[src/rtl/rom_dl_bridge.sv]
// rom_dl_bridge: packs ioctl ROM download bytes into WORD_BYTES-wide words
// with byte enables, queues them in a small FIFO and writes them to memory
// over a req/ack port. Also generates rom_loaded and the core reset request.
// Optional build macro ROM_DL_CHECKSUM_EN adds dl_sum / dl_bytes outputs.
module rom_dl_bridge #(
   parameter int         WORD_BYTES = 2,
   parameter int         ADDR_W     = 25,
   parameter int         FIFO_DEPTH = 4,
   parameter logic [7:0] DL_INDEX   = 8'd0
) (
   input  logic                                 clk_sys,
   input  logic                                 reset_n,
   input  logic                                 dl_active,
   input  logic [7:0]                           dl_index,
   input  logic                                 dl_wr,
   input  logic [ADDR_W-1:0]                    dl_addr,
   input  logic [7:0]                           dl_data,
   input  logic                                 ext_reset,
   output logic                                 mem_req,
   input  logic                                 mem_ack,
   output logic [ADDR_W-$clog2(WORD_BYTES)-1:0] mem_addr,
   output logic [8*WORD_BYTES-1:0]              mem_din,
   output logic [WORD_BYTES-1:0]                mem_be,
   output logic                                 rom_loaded,
   output logic                                 core_reset,
   output logic                                 overflow,
   output logic                                 busy
`ifdef ROM_DL_CHECKSUM_EN
   ,
   output logic [15:0]                          dl_sum,
   output logic [ADDR_W-1:0]                    dl_bytes
`endif
);

   localparam int LW   = $clog2(WORD_BYTES);
   localparam int LS   = (LW > 0) ? LW : 1;
   localparam int WA_W = ADDR_W - LW;
   localparam int DW   = 8 * WORD_BYTES;
   localparam int PW   = $clog2(FIFO_DEPTH);

   typedef struct packed {
      logic [WA_W-1:0]       addr;
      logic [DW-1:0]         data;
      logic [WORD_BYTES-1:0] be;
   } ent_t;

   typedef enum logic [1:0] {S_IDLE, S_REQ, S_GAP} st_t;

   // ---------------- input decode ----------------
   logic            dl_active_q;
   logic            acc, dl_fall;
   logic [LS-1:0]   lane;
   logic [WA_W-1:0] word;

   assign acc     = dl_wr & dl_active & (dl_index == DL_INDEX);
   assign dl_fall = dl_active_q & ~dl_active;
   assign word    = dl_addr[ADDR_W-1:LW];

   generate
      if (LW == 0) begin : g_lane1
         assign lane = '0;
      end else begin : g_laneN
         assign lane = dl_addr[LS-1:0];
      end
   endgenerate

   // ---------------- staging register ----------------
   logic                  stg_vld_q, stg_vld_d;
   logic                  stg_last_q, stg_last_d;
   logic [WA_W-1:0]       stg_addr_q, stg_addr_d;
   logic [DW-1:0]         stg_data_q, stg_data_d;
   logic [WORD_BYTES-1:0] stg_be_q, stg_be_d;
   logic                  push;

   // Staging leaves on: top lane written last cycle, a new word arriving,
   // or the end of the download.
   assign push = stg_vld_q & (stg_last_q | dl_fall | (acc & (word != stg_addr_q)));

   // Next staging contents: retire on push, then merge or freshly load the byte
   always_comb begin
      stg_vld_d  = stg_vld_q;
      stg_last_d = stg_last_q;
      stg_addr_d = stg_addr_q;
      stg_data_d = stg_data_q;
      stg_be_d   = stg_be_q;
      if (push) begin
         stg_vld_d  = 1'b0;
         stg_last_d = 1'b0;
         stg_be_d   = '0;
      end
      if (acc) begin
         if (!stg_vld_d) begin
            stg_addr_d = word;
            stg_data_d = '0;
            stg_be_d   = '0;
            stg_last_d = 1'b0;
         end
         stg_vld_d                    = 1'b1;
         stg_data_d[{lane, 3'b000} +: 8] = dl_data;
         stg_be_d[lane]               = 1'b1;
         if (lane == LS'(WORD_BYTES - 1)) stg_last_d = 1'b1;
      end
   end

   // Staging state registers
   always_ff @(posedge clk_sys) begin
      if (!reset_n) begin
         stg_vld_q   <= 1'b0;
         stg_last_q  <= 1'b0;
         stg_addr_q  <= '0;
         stg_data_q  <= '0;
         stg_be_q    <= '0;
         dl_active_q <= 1'b0;
      end else begin
         stg_vld_q   <= stg_vld_d;
         stg_last_q  <= stg_last_d;
         stg_addr_q  <= stg_addr_d;
         stg_data_q  <= stg_data_d;
         stg_be_q    <= stg_be_d;
         dl_active_q <= dl_active;
      end
   end

   // ---------------- word FIFO ----------------
   ent_t          fifo_q [FIFO_DEPTH];
   logic [PW-1:0] wptr_q, rptr_q;
   logic [PW:0]   cnt_q;
   logic          overflow_q;
   st_t           st_q;
   logic          pop, full, wr_ok, drop;

   // The request register takes the head when the FSM leaves IDLE, so the
   // FIFO slot frees as soon as the word is in flight.
   assign pop   = (st_q == S_IDLE) && (cnt_q != '0);
   assign full  = (cnt_q == (PW+1)'(FIFO_DEPTH));
   assign wr_ok = push & (~full | pop);
   assign drop  = push & full & ~pop;

   // FIFO storage, written only on an accepted push
   always_ff @(posedge clk_sys) begin
      if (wr_ok) fifo_q[wptr_q] <= '{addr: stg_addr_q, data: stg_data_q, be: stg_be_q};
   end

   // FIFO pointers, occupancy and sticky overflow
   always_ff @(posedge clk_sys) begin
      if (!reset_n) begin
         wptr_q     <= '0;
         rptr_q     <= '0;
         cnt_q      <= '0;
         overflow_q <= 1'b0;
      end else begin
         if (wr_ok) wptr_q <= wptr_q + 1'b1;
         if (pop)   rptr_q <= rptr_q + 1'b1;
         case ({wr_ok, pop})
            2'b10:   cnt_q <= cnt_q + 1'b1;
            2'b01:   cnt_q <= cnt_q - 1'b1;
            default: cnt_q <= cnt_q;
         endcase
         if (drop) overflow_q <= 1'b1;
      end
   end

   // ---------------- memory FSM ----------------
   logic                  mem_req_q;
   logic [WA_W-1:0]       mem_addr_q;
   logic [DW-1:0]         mem_din_q;
   logic [WORD_BYTES-1:0] mem_be_q;

   // IDLE -> REQ (hold until ack) -> GAP (one low cycle) -> IDLE
   always_ff @(posedge clk_sys) begin
      if (!reset_n) begin
         st_q       <= S_IDLE;
         mem_req_q  <= 1'b0;
         mem_addr_q <= '0;
         mem_din_q  <= '0;
         mem_be_q   <= '0;
      end else begin
         case (st_q)
            S_IDLE: if (pop) begin
               mem_addr_q <= fifo_q[rptr_q].addr;
               mem_din_q  <= fifo_q[rptr_q].data;
               mem_be_q   <= fifo_q[rptr_q].be;
               mem_req_q  <= 1'b1;
               st_q       <= S_REQ;
            end
            S_REQ: if (mem_ack) begin
               mem_req_q <= 1'b0;
               st_q      <= S_GAP;
            end
            S_GAP:   st_q <= S_IDLE;
            default: st_q <= S_IDLE;
         endcase
      end
   end

   assign busy = stg_vld_q | (cnt_q != '0) | (st_q != S_IDLE);

   // ---------------- load status / core reset ----------------
   logic seen_q, rom_loaded_q, core_reset_q;

   // rom_loaded needs at least one accepted byte, download ended and all drained
   always_ff @(posedge clk_sys) begin
      if (!reset_n) begin
         seen_q       <= 1'b0;
         rom_loaded_q <= 1'b0;
         core_reset_q <= 1'b1;
      end else begin
         if (acc) seen_q <= 1'b1;
         if (seen_q & ~dl_active & ~busy) rom_loaded_q <= 1'b1;
         core_reset_q <= ext_reset | dl_active | busy | ~rom_loaded_q;
      end
   end

   assign mem_req    = mem_req_q;
   assign mem_addr   = mem_addr_q;
   assign mem_din    = mem_din_q;
   assign mem_be     = mem_be_q;
   assign rom_loaded = rom_loaded_q;
   assign core_reset = core_reset_q;
   assign overflow   = overflow_q;

`ifdef ROM_DL_CHECKSUM_EN
   logic [15:0]       sum_q;
   logic [ADDR_W-1:0] bytes_q;
   logic              dl_rise;

   assign dl_rise = dl_active & ~dl_active_q;

   // Running byte sum and count; a new download restarts both
   always_ff @(posedge clk_sys) begin
      if (!reset_n) begin
         sum_q   <= '0;
         bytes_q <= '0;
      end else if (dl_rise) begin
         sum_q   <= acc ? {8'h00, dl_data} : 16'h0000;
         bytes_q <= acc ? ADDR_W'(1) : '0;
      end else if (acc) begin
         sum_q   <= sum_q + {8'h00, dl_data};
         bytes_q <= bytes_q + 1'b1;
      end
   end

   assign dl_sum   = sum_q;
   assign dl_bytes = bytes_q;
`endif

endmodule

[config.mk]
export PLATFORM = sky130hd
export DESIGN_NAME = rom_dl_bridge
export DESIGN_NICKNAME = d
export VERILOG_FILES = /design/src/rtl/rom_dl_bridge.sv
export SDC_FILE = /design/constraint.sdc
export NUM_CORES = 1
export LEC_CHECK = 0
export CAP_MARGIN = 25
export CORE_ASPECT_RATIO = 0.6
export CORE_MARGIN = 1
export CORE_UTILIZATION = 37
export CTS_BUF_LIST = sky130_fd_sc_hd__clkbuf_8
export DETAILED_ROUTE_END_ITERATION = 10
export DONT_BUFFER_PORTS = 1
export HOLD_SLACK_MARGIN = 0.06
export PLACE_DENSITY_LB_ADDON = 0.08
export SETUP_SLACK_MARGIN = 0.05
export SKIP_CTS_REPAIR_TIMING = 1
export SKIP_LAST_GASP = 1
export SLEW_MARGIN = 20
export SYNTH_ARGS = -nofsm -noshare
export SYNTH_HDL_FRONTEND = slang
export SYNTH_SLANG_ARGS = --single-unit
[constraint.sdc]
create_clock -name clk_sys -period 8 [get_ports clk_sys]
set_input_delay 0 -clock clk_sys [delete_from_list [all_inputs] [get_ports clk_sys]]
set_output_delay 0 -clock clk_sys [all_outputs]
set_load 0.05 [all_outputs]
* Yosys cells after proc, flatten, opt, wreduce, memory -nomap -nowiden *
Memories as Yosys holds them, arrays and structs flattened. A register that Yosys moved wholly into a read port is not among the register bits.
Index checks and enable logic that the tools add are counted.

word-level totals
  register bits after elaboration = 59
  RAM bits = 168
  input bits = 47
  output and inout bits = 47
  word-level logic and storage cells = 94
  memories = 1

memory list
  name    words  width  rd ports  clocked after Yosys merged registers in  write ports  line  text
  fifo_q  4      42     1         1                                        1            125   ent_t fifo_q [FIFO_DEPTH];

cells by class
  add/sub/neg operators = 5
  magnitude comparators = 2
  equality and inequality tests = 7
  shift operators = 2
  multiplexer cells = 24
  bitwise operators = 25
  reductions and logical operators = 13

operators with widths
  cell                                                                     number
  16-bit two-way mux                                                       2
  24-bit != test                                                           1
  16-bit bitwise mux                                                       1
  8-bit by 6-bit variable shift with 16-bit output (first input constant)  1
  8-bit by 6-bit variable part select with 16-bit output                   1
  2-bit two-way mux                                                        6
  1-bit two-way mux                                                        11
  1-bit bitwise AND                                                        10
  8-bit zero test                                                          1
  1-bit OR                                                                 8
  4-bit negation with 6-bit output                                         1
  1-bit NOT                                                                6
  3-bit one-hot mux with 2 select lines                                    1
  2-bit AND reduction                                                      3
  2-bit nonzero test                                                       3
  2-bit by 1-bit adder with 2-bit output (second input constant)           2
  2-bit by 1-bit equality test with 1-bit output (second input constant)   2
  2-bit != test (second input constant)                                    2
  2-bit one-hot mux with 2 select lines                                    1
  3-bit by 1-bit adder with 3-bit output (second input constant)           1
  3-bit equality test (second input constant)                              1
  3-bit AND reduction                                                      1
  3-bit nonzero test                                                       1
  3-bit by 1-bit subtractor with 3-bit output (second input constant)      1
  9 further kinds                                                          10

* Depth between registers and ports, before layout *
  word-level depth = 10
  depth in mapped cells = 10
  depth with buffers taken out = 9

* Least setup slack after synthesis *
Ideal clock, no wire load.

  path kind = flip-flop to flip-flop
  start = reg stg_addr_q[15]
  end = mem fifo_q[0][0] (netlist bit), enable pin
  setup time = 0.404 ns
  arrival = 2.325 ns
  required time = 7.596 ns
  slack = 5.271 ns
  stages on the path, launching flop included = 7
  buffers on the path = 1
  period minus slack after synthesis = 2.729 ns
  path through = dfxtp_1 > xor2_1 > nor4_4 > nand4_2 > o21a_1 > clkbuf_1 > and3_1

between the ends
  cells in the longest elaborated chain, start to end = 7

RTL lines
  what                                     line  text
  start, declared                          70    logic [WA_W-1:0] stg_addr_q, stg_addr_d;
  start signal, assigned                   117   stg_addr_q <= stg_addr_d;
  24-bit != test                           77    assign push = stg_vld_q & (stg_last_q | dl_fall | (acc & (word != stg_addr_q)));
  1-bit bitwise AND                        77
  1-bit OR                                 77
  1-bit bitwise AND                        77
  1-bit bitwise AND                        136   assign wr_ok = push & (~full | pop);
  1-bit two-way mux                        141   if (wr_ok) fifo_q[wptr_q] <= '{addr: stg_addr_q, data: stg_data_q, be: stg_be_q};
  1-bit two-way mux (implied by the code)  141
  end, declared                            125

No other way between the ends.

* Worst setup path in the final report *
  start = reg stg_addr_q[4]
  end = reg stg_data_q[9]

between the ends
  cells in the longest elaborated chain, start to end = 8

RTL lines
  what                  line  text
  24-bit != test        77
  1-bit bitwise AND     77
  1-bit OR              77
  1-bit bitwise AND     77
  1-bit two-way mux     86    if (push) begin
  16-bit two-way mux    92    if (!stg_vld_d) begin
  16-bit two-way mux    91    if (acc) begin
  16-bit bitwise mux    99    stg_data_d[{lane, 3'b000} +: 8] = dl_data;
  end signal, assigned  118   stg_data_q <= stg_data_d;
  end, declared         71    logic [DW-1:0] stg_data_q, stg_data_d;

No other way between the ends. The select of a mux whose other input is x is not followed.
A chain may end at the register's enable or synchronous reset.

==> flow_metrics.env <==
export IMPL_muxShareOfSynthArea_pct=9.45
export IMPL_setup_viol=0
export IMPL_overflow=0
export IMPL_post_route_cells_drive_above_1_share_pct=17.1
export IMPL_gp_congestion=0.739
export IMPL_initial_utilization_pct=38.2
export IMPL_min_period_ns=3.08
export IMPL_critical_path_required_ns=8.48
export IMPL_irDropWorstVdd_uv=356
export IMPL_grtUsageTotal_pct=17.3
export IMPL_cts_root_buf="clkbuf_8"
export IMPL_portBuffers=0
export IMPL_hold_viol_final=0
export IMPL_fin_nets=833
export IMPL_avgRoutedWirePerCell_um=21.0
export IMPL_max_stage_delay_ns=0.59
export IMPL_slew_viol_final=0
export IMPL_drc=0
export IMPL_synthArstFlopShare_pct=0
export IMPL_synthAdderAreaFrac_pct=0.686
export IMPL_cts_sinks=269
export IMPL_cap_violations=0
export IMPL_path_max_fanout=42
export IMPL_power_density_mw_per_mm2=291
export IMPL_regArea_sq_mm=0.00707
export IMPL_clk_pin_slew_ns=0.06
export IMPL_grt_first_pass_wirelength_um=35900
export IMPL_holdCritPathClass="primary input to flip-flop"
export IMPL_dp_cells=1049
export IMPL_final_period_utilization_pct=38.5
export IMPL_synth_top_area_share_pct=49.4
export IMPL_status="complete, no violations"
export IMPL_finalNonFillerCells=1171
export IMPL_fin_hold_ws_ns=0.106
export IMPL_synth_cells=722
export IMPL_start_kind="flip-flop"
export IMPL_synth_xor_area_share_pct=2.23
export IMPL_diodes=0
export IMPL_ys_flop_type="edfxtp_1"
export IMPL_path_class="flip-flop to flip-flop"
export IMPL_netlist_top_cells_area="edfxtp_1 (49%), dfxtp_1 (20%), mux4_2 (9.3%), nand2_1 (5.7%), a21oi_1 (4.1%)"
export IMPL_io_pins=94
export IMPL_cp_arrival_ns=3.56
export IMPL_synth_compound_area_share_pct=5.56
export IMPL_rows=46
export IMPL_die_width_um=217
export IMPL_avgViaCountPerCell=5.12
export IMPL_multi_input_area_sq_mm=0.00293
export IMPL_syn_nets=774
export IMPL_postSynthAreaPerCell_sq_um=14.2
export IMPL_seq_area_frac_synth_pct=69.2
export IMPL_cp_slowest_cell="dlygate4sd3_1"
export IMPL_grt_antenna_before_repair=0
export IMPL_cts_buffer_depth=3
export IMPL_core_sq_mm=0.0268
export IMPL_clk_latency_ns=0.55
export IMPL_dieArea_sq_mm=0.0283
export IMPL_crit_buf_inv=2
export IMPL_maxSlewHeadroom_pct=49.5
export IMPL_drtIter0Drc=479
export IMPL_p_leak_nw=3.67
export IMPL_cts_made_buffers=41
export IMPL_vias=5997
export IMPL_die_h_um=131
export IMPL_synth_simple_gate_area_share_pct=10.7
export IMPL_skew_ns=0.0179
export IMPL_grt_start_max_net_pins=64
export IMPL_cts_tree="yes"
export IMPL_dr_pass1_iters=5
export IMPL_fmax_mhz=325
export IMPL_synth_edf_count=168
export IMPL_ys_ff_latch=269
export IMPL_setup_tns_ns=0
export IMPL_nFillCells=2440
export IMPL_end_kind="flip-flop"
export IMPL_ant_nets=0
export IMPL_h_tree_depth=2
export IMPL_grt_pass1_vias=5766
export IMPL_yosysUniqueCellTypes=47
export IMPL_drt_wl_total_um=24600
export IMPL_place_worst_setup_slack_ns=5.11
export IMPL_critical_path_top_delay_family="buffers and inverters"
export IMPL_synth_largest_area_cell="edfxtp_1"
export IMPL_synth_top_family_by_area="simple AND/OR/NAND/NOR gates"
export IMPL_rsz0062_at_grt="no"
export IMPL_area_growth_pct=15.4
export IMPL_cp_cell_sequence="xor2_1 > nor4_2 > nand4_2 > o31ai_4 > buf_4 > nand3_1 > a21oi_1 > dlygate4sd3_1"
export IMPL_synth_warnings=0
export IMPL_fin_ws_ns=4.92
export IMPL_dp_hpwl_um=14200
export IMPL_synthesis_area_sq_mm=0.0102
export IMPL_tightest_slew_ns=0.757
[path summary, 6_finish.rpt]
kind,from,end,slack (ns),cells after the start
worst max-delay path,stg_addr_q[4],stg_data_q[9],4.92,8
worst min-delay path,ext_reset,core_reset,0.11,2
worst max register to register,stg_addr_q[4],stg_data_q[9],4.92,8
worst min register to register,seen_q,seen_q,0.49,2
[logic make-up after synthesis]
logic type,count (synthesis)
AOI/OAI and AO/OA,100
DFF,269
adders and majority gates,5
buffers and inverters,45
muxes,44
xor gates and xnor gates,26
and+or+nand+nor,233
[report_power, final]
group,internal (W),switching (W)
logic,0.000260,0.000412
clock network,0.000534,0.000514
registers,0.00152,0.000198
total,0.00231,0.00112
[cell usage after synthesis (4+ instances only)]
cell type / number
edfxtp_1: 168
nand2_1: 155
dfxtp_1: 101
a21oi_1: 83
mux4_2: 42
clkbuf_1: 27
xor2_1: 25
nor2_1: 16
nand3_1: 15
a21oi_2: 10
nand3_2: 8
and3_1: 6
buf_2: 6
nand4_1: 6
ha_1: 4
nand2b_1: 4
or3_1: 4
[layout by cell type (no fill, tap or decap), types with 2 or more instances in the layout]
master         instances
a21oi_1               83
a21oi_2               10
and3_1                 2
and3_2                 5
buf_4                  8
clkbuf_8              47
clkinv_1               9
clkinv_2               3
dfxtp_1               99
dfxtp_2                2
dlygate4sd3_1         48
edfxtp_1             168
ha_1                   4
inv_1                 17
mux2i_1                2
mux4_2                42
nand2_1              154
nand2_2                2
nand2b_1               4
nand3_1               15
nand3_2                8
nand4_1                6
nor2_1                16
nor4_1                 3
nor4_2                 3
o21ai_0                2
or3_1                  4
or4_1                  2
xor2_1                25
[cell type report]
type	count	area share, %
Sequential cell	269	60.0
Multi-Input combinational cell	408	24.9
Clock buffer	47	5.49
Timing Repair Buffer	57	4.82
Tap cell	360	3.82
Clock inverter	26	0.881
Inverter	4	0.138
[metal layers]
layer	global-route usage (%)	routed length, um	vias up
met1	25.5	12300	3035
li1	-	-	2758
met5	0	0	-
met2	25.1	10500	160
met3	4.42	1420	44
met4	4.93	401	0
[flip-flops by register name (all words and copies together), names as in the netlist]
register     count
st_q             2
rom_loaded       1
wptr_q           2
mem_din         16
mem_req          1
mem_addr        24
mem_be           2
stg_last_q       1
rptr_q           2
overflow         1
dl_active_q      1
stg_be_q         2
core_reset       1
cnt_q            3
fifo_q         168
stg_data_q      16
seen_q           1
stg_vld_q        1
stg_addr_q      24
[per-stage QoR]
stage | instance area, sq um | util [%] | power (W)
after CTS | 11300 | 42.2 | 0.00345
final | 11800 | 44.0 | 0.00344
after detailed placement | 10500 | 39.3 | 0.00239
after floorplan | 10200 | - | 0.00220
after global routing | 11800 | 44.0 | 0.00362
after global placement | 10500 | 39.3 | 0.00238
[worst reg2reg max path, stage by stage, from the launching register on]
cell	delay, ns
dfxtp_1	0.36
xor2_1	0.20
nor4_2	0.42
nand4_2	0.30
o31ai_4	0.30
buf_4	0.51
nand3_1	0.17
a21oi_1	0.16
dlygate4sd3_1	0.59
Power figures use the tool's default switching activity.
